--- config.mk ---
export PLATFORM = sky130hd
export DESIGN_NAME = rb_stream_sched_flat
export DESIGN_NICKNAME = d
export VERILOG_FILES = /design/src/rtl/rb_pkg.sv /design/src/rtl/rb_stream_sched_if.sv /design/src/rtl/rb_pos_counter.sv /design/src/rtl/rb_stream_sched.sv /design/src/flat_wrapper.sv
export SDC_FILE = /design/constraint.sdc
export NUM_CORES = 1
export LEC_CHECK = 0
export BUFFER_PORTS_ARGS = -buffer_cell sky130_fd_sc_hd__buf_2
export CAP_MARGIN = 20
export CORE_UTILIZATION = 30
export CTS_CLUSTER_DIAMETER = 40
export DETAILED_ROUTE_END_ITERATION = 8
export RECOVER_POWER = 50
export SLEW_MARGIN = 40
export SYNTH_ARGS = -nofsm -noshare
export SYNTH_HDL_FRONTEND = slang
export SYNTH_SLANG_ARGS = --single-unit
--- constraint.sdc ---
create_clock -name clk -period 6 [get_ports clk]
set_clock_uncertainty 0.15 [all_clocks]
set_input_delay 1.2 -clock clk [delete_from_list [all_inputs] [get_ports clk]]
set_output_delay 1.2 -clock clk [all_outputs]
set_load 0.01 [all_outputs]
--- src/rtl/rb_pkg.sv ---
// rb_pkg: shared constants and FSM state encoding for the row-buffer stream scheduler.
package rb_pkg;
   localparam int NBANK = 4;
   localparam int IMG_W_DEF = 512;
   localparam int IMG_H_DEF = 512;
   typedef logic [2:0] state_t;
   localparam state_t S_IDLE   = 3'd0;
   localparam state_t S_FILL   = 3'd1;
   localparam state_t S_STREAM = 3'd2;
   localparam state_t S_DRAIN  = 3'd3;
   localparam state_t S_DONE   = 3'd4;
endpackage

--- src/rtl/rb_stream_sched_if.sv ---
// rb_stream_sched_if: pixel-in and window-out handshakes of the row-buffer scheduler.
interface rb_stream_sched_if #(
   parameter int IMG_W = 512,
   parameter int IMG_H = 512
);
   localparam int CW = $clog2(IMG_W);
   localparam int RW = $clog2(IMG_H);
   logic          in_valid;
   logic          in_ready;
   logic          out_valid;
   logic          out_ready;
   logic [RW-1:0] out_row;
   logic [CW-1:0] out_col;
   logic          out_left_edge;
   modport slave (
      input  in_valid, out_ready,
      output in_ready, out_valid, out_row, out_col, out_left_edge
   );
   modport master (
      output in_valid, out_ready,
      input  in_ready, out_valid, out_row, out_col, out_left_edge
   );
endinterface

--- src/rtl/rb_pos_counter.sv ---
// rb_pos_counter: column/row/bank position counters advancing once per accepted pixel.
module rb_pos_counter #(
   parameter int IMG_W = 512,
   parameter int IMG_H = 512,
   localparam int CW = $clog2(IMG_W),
   localparam int RW = $clog2(IMG_H)
) (
   input  logic          clk,
   input  logic          rst,
   input  logic          clr_i,
   input  logic          inc_i,
   output logic [CW-1:0] col_o,
   output logic [RW-1:0] row_o,
   output logic [1:0]    bank_o,
   output logic          col_last_o,
   output logic          row_last_o
);
   logic [CW-1:0] col_q, col_d;
   logic [RW-1:0] row_q, row_d;
   logic [1:0]    bank_q, bank_d;
   assign col_last_o = col_q == CW'(IMG_W - 1);
   assign row_last_o = row_q == RW'(IMG_H - 1);
   assign col_o      = col_q;
   assign row_o      = row_q;
   assign bank_o     = bank_q;
   always_comb begin
      col_d  = clr_i ? '0 : !inc_i ? col_q : col_last_o ? '0 : col_q + 1'b1;
      row_d  = clr_i ? '0 : !(inc_i && col_last_o) ? row_q : row_last_o ? '0 : row_q + 1'b1;
      bank_d = clr_i ? '0 : (inc_i && col_last_o) ? bank_q + 2'd1 : bank_q;
   end
   always_ff @(posedge clk) begin
      if (rst) begin
         col_q  <= '0;
         row_q  <= '0;
         bank_q <= '0;
      end else begin
         col_q  <= col_d;
         row_q  <= row_d;
         bank_q <= bank_d;
      end
   end
endmodule

--- src/rtl/rb_stream_sched.sv ---
// rb_stream_sched: schedules 4-bank row-buffer writes/reads and emits one 3x3 window
// position per pixel once two full rows are buffered.
module rb_stream_sched import rb_pkg::*; #(
   parameter int IMG_W = IMG_W_DEF,
   parameter int IMG_H = IMG_H_DEF,
   localparam int CW = $clog2(IMG_W),
   localparam int RW = $clog2(IMG_H)
) (
   input  logic              clk,
   input  logic              rst,
   input  logic              start,
   rb_stream_sched_if.slave  s,
   output logic [NBANK-1:0]  wr_bank_en,
   output logic [CW-1:0]     wr_col,
   output logic              rd_en,
   output logic [CW-1:0]     rd_col,
   output logic [1:0]        top_bank,
   output logic              complete
);
   state_t        state_q, state_d;
   logic          out_valid_q, out_valid_d;
   logic [RW-1:0] out_row_q, out_row_d;
   logic [CW-1:0] out_col_q, out_col_d;
   logic          left_q, left_d;
   logic [1:0]    top_q, top_d;
   logic [CW-1:0] col;
   logic [RW-1:0] row;
   logic [1:0]    bank;
   logic          col_last, row_last, in_rdy, accept, load, xfer;
   rb_pos_counter #(.IMG_W(IMG_W), .IMG_H(IMG_H)) u_pos (
      .clk        (clk),
      .rst        (rst),
      .clr_i      (start),
      .inc_i      (accept),
      .col_o      (col),
      .row_o      (row),
      .bank_o     (bank),
      .col_last_o (col_last),
      .row_last_o (row_last)
   );
   assign in_rdy = state_q == S_FILL || (state_q == S_STREAM && (!out_valid_q || s.out_ready));
   assign accept = s.in_valid && in_rdy;
   assign load   = accept && state_q == S_STREAM;
   assign xfer   = out_valid_q && s.out_ready;
   always_comb begin
      state_d = start ? S_FILL
              : (state_q == S_FILL && accept && col_last && row == RW'(1)) ? S_STREAM
              : (state_q == S_STREAM && accept && col_last && row_last) ? S_DRAIN
              : (state_q == S_DRAIN && xfer) ? S_DONE
              : state_q;
      // a new beat overwrites a window in the same cycle it is consumed
      out_valid_d = start ? 1'b0 : load ? 1'b1 : xfer ? 1'b0 : out_valid_q;
      out_row_d   = start ? '0 : load ? row : out_row_q;
      out_col_d   = start ? '0 : load ? col : out_col_q;
      left_d      = start ? 1'b0 : load ? col < CW'(2) : left_q;
      top_d       = start ? 2'd0 : load ? bank - 2'd2 : top_q;
   end
   always_ff @(posedge clk) begin
      if (rst) begin
         state_q     <= S_IDLE;
         out_valid_q <= 1'b0;
         out_row_q   <= '0;
         out_col_q   <= '0;
         left_q      <= 1'b0;
         top_q       <= 2'd0;
      end else begin
         state_q     <= state_d;
         out_valid_q <= out_valid_d;
         out_row_q   <= out_row_d;
         out_col_q   <= out_col_d;
         left_q      <= left_d;
         top_q       <= top_d;
      end
   end
   assign s.in_ready      = in_rdy;
   assign s.out_valid     = out_valid_q;
   assign s.out_row       = out_row_q;
   assign s.out_col       = out_col_q;
   assign s.out_left_edge = left_q;
   assign wr_bank_en      = accept ? NBANK'(1) << bank : '0;
   assign wr_col          = col;
   assign rd_en           = accept;
   assign rd_col          = col;
   assign top_bank        = top_q;
   assign complete        = state_q == S_DONE;
endmodule

--- src/flat_wrapper.sv ---
// flat-port wrapper written by rule: the top's interface ports become plain ports
module rb_stream_sched_flat import rb_pkg::*;
#(
   parameter int IMG_W = IMG_W_DEF,
   parameter int IMG_H = IMG_H_DEF,
   localparam int CW = $clog2(IMG_W),
   localparam int RW = $clog2(IMG_H)
)
  (clk, rst, start, wr_bank_en, wr_col, rd_en, rd_col, top_bank, complete, s_in_valid, s_out_ready, s_in_ready, s_out_valid, s_out_row, s_out_col, s_out_left_edge);
  rb_stream_sched_if #(.IMG_W(IMG_W), .IMG_H(IMG_H)) s_i ();
  input  logic clk;
  input  logic rst;
  input  logic start;
  output logic [NBANK-1:0] wr_bank_en;
  output logic [CW-1:0] wr_col;
  output logic rd_en;
  output logic [CW-1:0] rd_col;
  output logic [1:0] top_bank;
  output logic complete;
  input wire logic [$bits(s_i.in_valid)-1:0] s_in_valid;
  input wire logic [$bits(s_i.out_ready)-1:0] s_out_ready;
  output wire logic [$bits(s_i.in_ready)-1:0] s_in_ready;
  output wire logic [$bits(s_i.out_valid)-1:0] s_out_valid;
  output wire logic [$bits(s_i.out_row)-1:0] s_out_row;
  output wire logic [$bits(s_i.out_col)-1:0] s_out_col;
  output wire logic [$bits(s_i.out_left_edge)-1:0] s_out_left_edge;
  assign s_i.in_valid = s_in_valid;
  assign s_i.out_ready = s_out_ready;
  assign s_in_ready = s_i.in_ready;
  assign s_out_valid = s_i.out_valid;
  assign s_out_row = s_i.out_row;
  assign s_out_col = s_i.out_col;
  assign s_out_left_edge = s_i.out_left_edge;
  rb_stream_sched #(.IMG_W(IMG_W), .IMG_H(IMG_H)) u_core (.clk(clk), .rst(rst), .start(start), .s(s_i), .wr_bank_en(wr_bank_en), .wr_col(wr_col), .rd_en(rd_en), .rd_col(rd_col), .top_bank(top_bank), .complete(complete));
endmodule
==> metrics <==
result of the run=finished with violations; top post-synthesis cells by area=dfxtp_1 42%, mux2i_1 8.8%, a21oi_1 5.6%; depth of the worst register-to-register path=7; worst reg2reg path startpoint=u_core.u_pos.col_o[1]; multi-input gate area in the final layout=between 1000 and 1500 um2; distinct cell type count after synthesis=35; crit path max fanout=23; cell chosen for the clock root=clkbuf_8; portion of synthesized cell area occupied by the leading cell type=41.6%; Synth Instances=246; Hold Crit Class=register to register; terminus of the critical flop-to-flop path=u_core.u_pos.col_o[7]; area delta synth->final=13.9%; Hold Crit Endpoint=u_core.s.out_left_edge; Vias per Instance=5.07; violation count after the first detailed-route iteration=40; wire length of the first global-routing pass=8.07 mm; Syn Std Cell Area=between 2000 and 2500 um2; number of hold-slack violations in the final timing report=0; crit path max-delay cell type=a21oi_2; most common cell after layout, fill and taps aside=dfxtp_1; net count after synthesis=260; shortest clock period the worst path allows after layout=4.01 ns; switching pwr=~120 uW; I/O Buffers=51; cell family with the largest share of critical-path delay=buffers and inverters; fin util=35.9%; total leakage power=0.962 nW; number of design rule violations left after detail routing=0; vias in the first global route=1663; estimated wirelength of the detail-placed design=between 3 and 4 mm; Chip Height=86.9 um; beginning of the worst hold path=u_core.s.out_left_edge; sequential cell area=~900 um2; number of clock buffers inserted by TritonCTS=5; cell internal pwr=398 uW; DR pass1 iterations=4; row cnt=30; internal reg-to-reg setup slack=3.23 ns; horizontal extent of the die=86.9 um; Max clock buf depth=2; setup slack of the critical path after layout=1.99 ns; violations in the final reports=max-capacitance violations, max-slew violations; setup slack at placement=roughly 2.0 ns; post-CTS clock slew at the launch and capture registers of the worst setup and hold paths=0.09 ns; starting density of the core=between 30% and 40%; number of antenna repair diodes=0; insertion delay of the later-clocked pin in the worst-skew pair=about 0.30 ns; total vias in the final route=1915; classification of the worst setup path=input port to output pin; unrepaired setup endpoints after global routing=no; maximum number of pins on one net before global-route repair=32; maximum level of the CTS H-tree=2; final setup fails=0; maxcap violations=1; transition time of the tightest slew-check pin=1.87 ns; number of buffers and inverters on the critical path=3; slew margin rel.=-24.4%; core region area=6870 um2; number of nets at the end of the flow=just under 300; Syn Area/Cell=between 8 and 9 um2; top cell type by total area after synthesis=dfxtp_1; critical path cell sequence=buf_2 -> nand2b_1 -> a21oi_2 -> buf_4 -> nor2_1 -> buf_2; initial antenna violation count=0; Post-CTS Setup Repair Bufs=0; floorplan die area=7560 um2; final RePlAce weighted congestion=0.777; max-slew violation count=32; sequential share of power=57.8%; delay of the slowest cell on the worst path=0.57 ns; layout cells sized above 1=7.80%; worst path required time=4.65 ns; highest-count cells in the layout ignoring fill and taps=45 x dfxtp_1, 42 x clkbuf_1, 27 x nor2_1; Avg WL per Cell=around 13 um; power density over cell area=roughly 210 nW/um2; Total Routing Usage GR=between 10% and 20%; DRT antenna net count=0; post-cts hold buffer count=0; setup TNS=0 ns; type of origin of the critical path=input port; Seq/Total Area, Yosys=41.6%; # clock sinks=45; switching share of total power=23.5%; CTS tree=yes; proportion of power drawn by combinational gates=4.2%; most frequent CP cell=buf_2; endpoint type of the worst setup path=output pin; data arrival time of the worst path=2.66 ns; number of register bits inferred by synthesis=45; worst supply voltage drop on vdd=84.9 uV; number of top-level design ports=52; fraction of power consumed by the clock network=38.1%; final wirelength=4.99 mm; final period utilization=66.9%; Synth warnings=0; cell depth of the worst hold path=2; Max Clock Freq=approximately 250 MHz; GR Overflow Total=0; number of filler instances in the final layout=between 700 and 800; quantity of gates resized following cts=0
-- stage by stage --
step / instance area [um2] / instances / hold slack [ns] / total power, mW
floorplan: 2160 / 246 / 0.327 / 0.323
global placement: 2420 / 370 / 0.297 / 0.329
detailed placement: 2420 / 370 / 0.306 / 0.329
CTS: 2510 / 378 / 0.321 / 0.530
global route: 2460 / 378 / 0.357 / 0.543
finish: 2460 / 378 / 0.315 / 0.520
-- power by group through the flow --
stage	Sequential, mW	Clock [mW]	Combinational (mW)
floorplan	0.307	0	0.0159
global placement	0.307	0	0.0215
detailed placement	0.307	0	0.0219
CTS	0.300	0.208	0.0220
global route	0.301	0.218	0.0243
finish	0.300	0.198	0.0216
-- worst max path at each step --
stage	start	slack [ns]	cells after the start	end
final	s_out_ready	1.99	6	rd_en
after global routing	s_out_ready	1.86	6	rd_en
after CTS	s_out_ready	2.00	6	rd_en
after detailed placement	s_out_ready	2.00	6	rd_en
after global placement	s_out_ready	2.07	6	rd_en
after floorplan	s_out_ready	2.67	5	rd_en
-- area by class of cell --
type	instances	area share, %
Clock buffer	6	3.35
Multi-Input combinational cell	171	45.1
Tap cell	96	4.87
Sequential cell	45	36.5
Inverter	5	0.761
Timing Repair Buffer	53	8.83
Clock inverter	2	0.558
-- sequential cells by signal (all words and copies together) (netlist names) --
signal                  flops
u_core.s.out_col            9
u_core.s.out_row            9
u_core.u_pos.col_o          9
u_core.u_pos.row_o          9
u_core.state_q              3
u_core.top_bank             2
u_core.u_pos.bank_o         2
u_core.s.out_left_edge      1
u_core.s.out_valid          1
-- cells by family after synthesis --
family                     after synthesis  share of synthesized area (%)
AOI/OAI and AO/OA                       53                           13.8
adders and majority gates                9                           5.21
buffers and inverters                   30                           7.29
DFF                                     45                           41.6
muxes                                   19                           8.79
and+or+nand+nor                         90                           23.3
-- worst register-to-register path: cells and delay by family, from the launching register on --
kind / cells / cell delay [ns]
fa+ha+maj: 2 / 0.52
simple gates: 3 / 0.66
compound gates: 2 / 0.80
flops: 1 / 0.51
-- cells in the mapped netlist --
library cell	count
and4b_1	1
nand2b_1	2
or2_2	1
or3_1	5
or4_1	10
a21o_1	1
and4_1	2
o21ai_0	15
nor2_1	27
nand3b_1	1
nor3b_1	1
buf_4	10
a21oi_1	24
and3b_1	1
nor4b_1	1
buf_2	6
a31oi_1	2
a31o_2	1
clkbuf_1	9
mux2i_1	19
nand4_1	7
nand3_1	13
and2b_1	2
a41oi_1	1
and3_1	7
nand4b_1	1
nand2_1	3
o21ai_1	1
ha_1	9
nor4_1	3
o31ai_1	8
nor3_1	1
nor2b_1	1
inv_1	5
dfxtp_1	45
-- per-layer routing --
layer / part of all wire, % / wire [um] / up-vias / track usage, %
met5: 0 / 0 / - / 0
met4: 1.4 / 68 / 0 / 5.00
met3: 3.2 / 160 / 5 / 3.13
met2: 49 / 2420 / 39 / 23.2
met1: 47 / 2340 / 912 / 17.0
li1: - / - / 959 / -
Power figures use the tool's default switching activity.
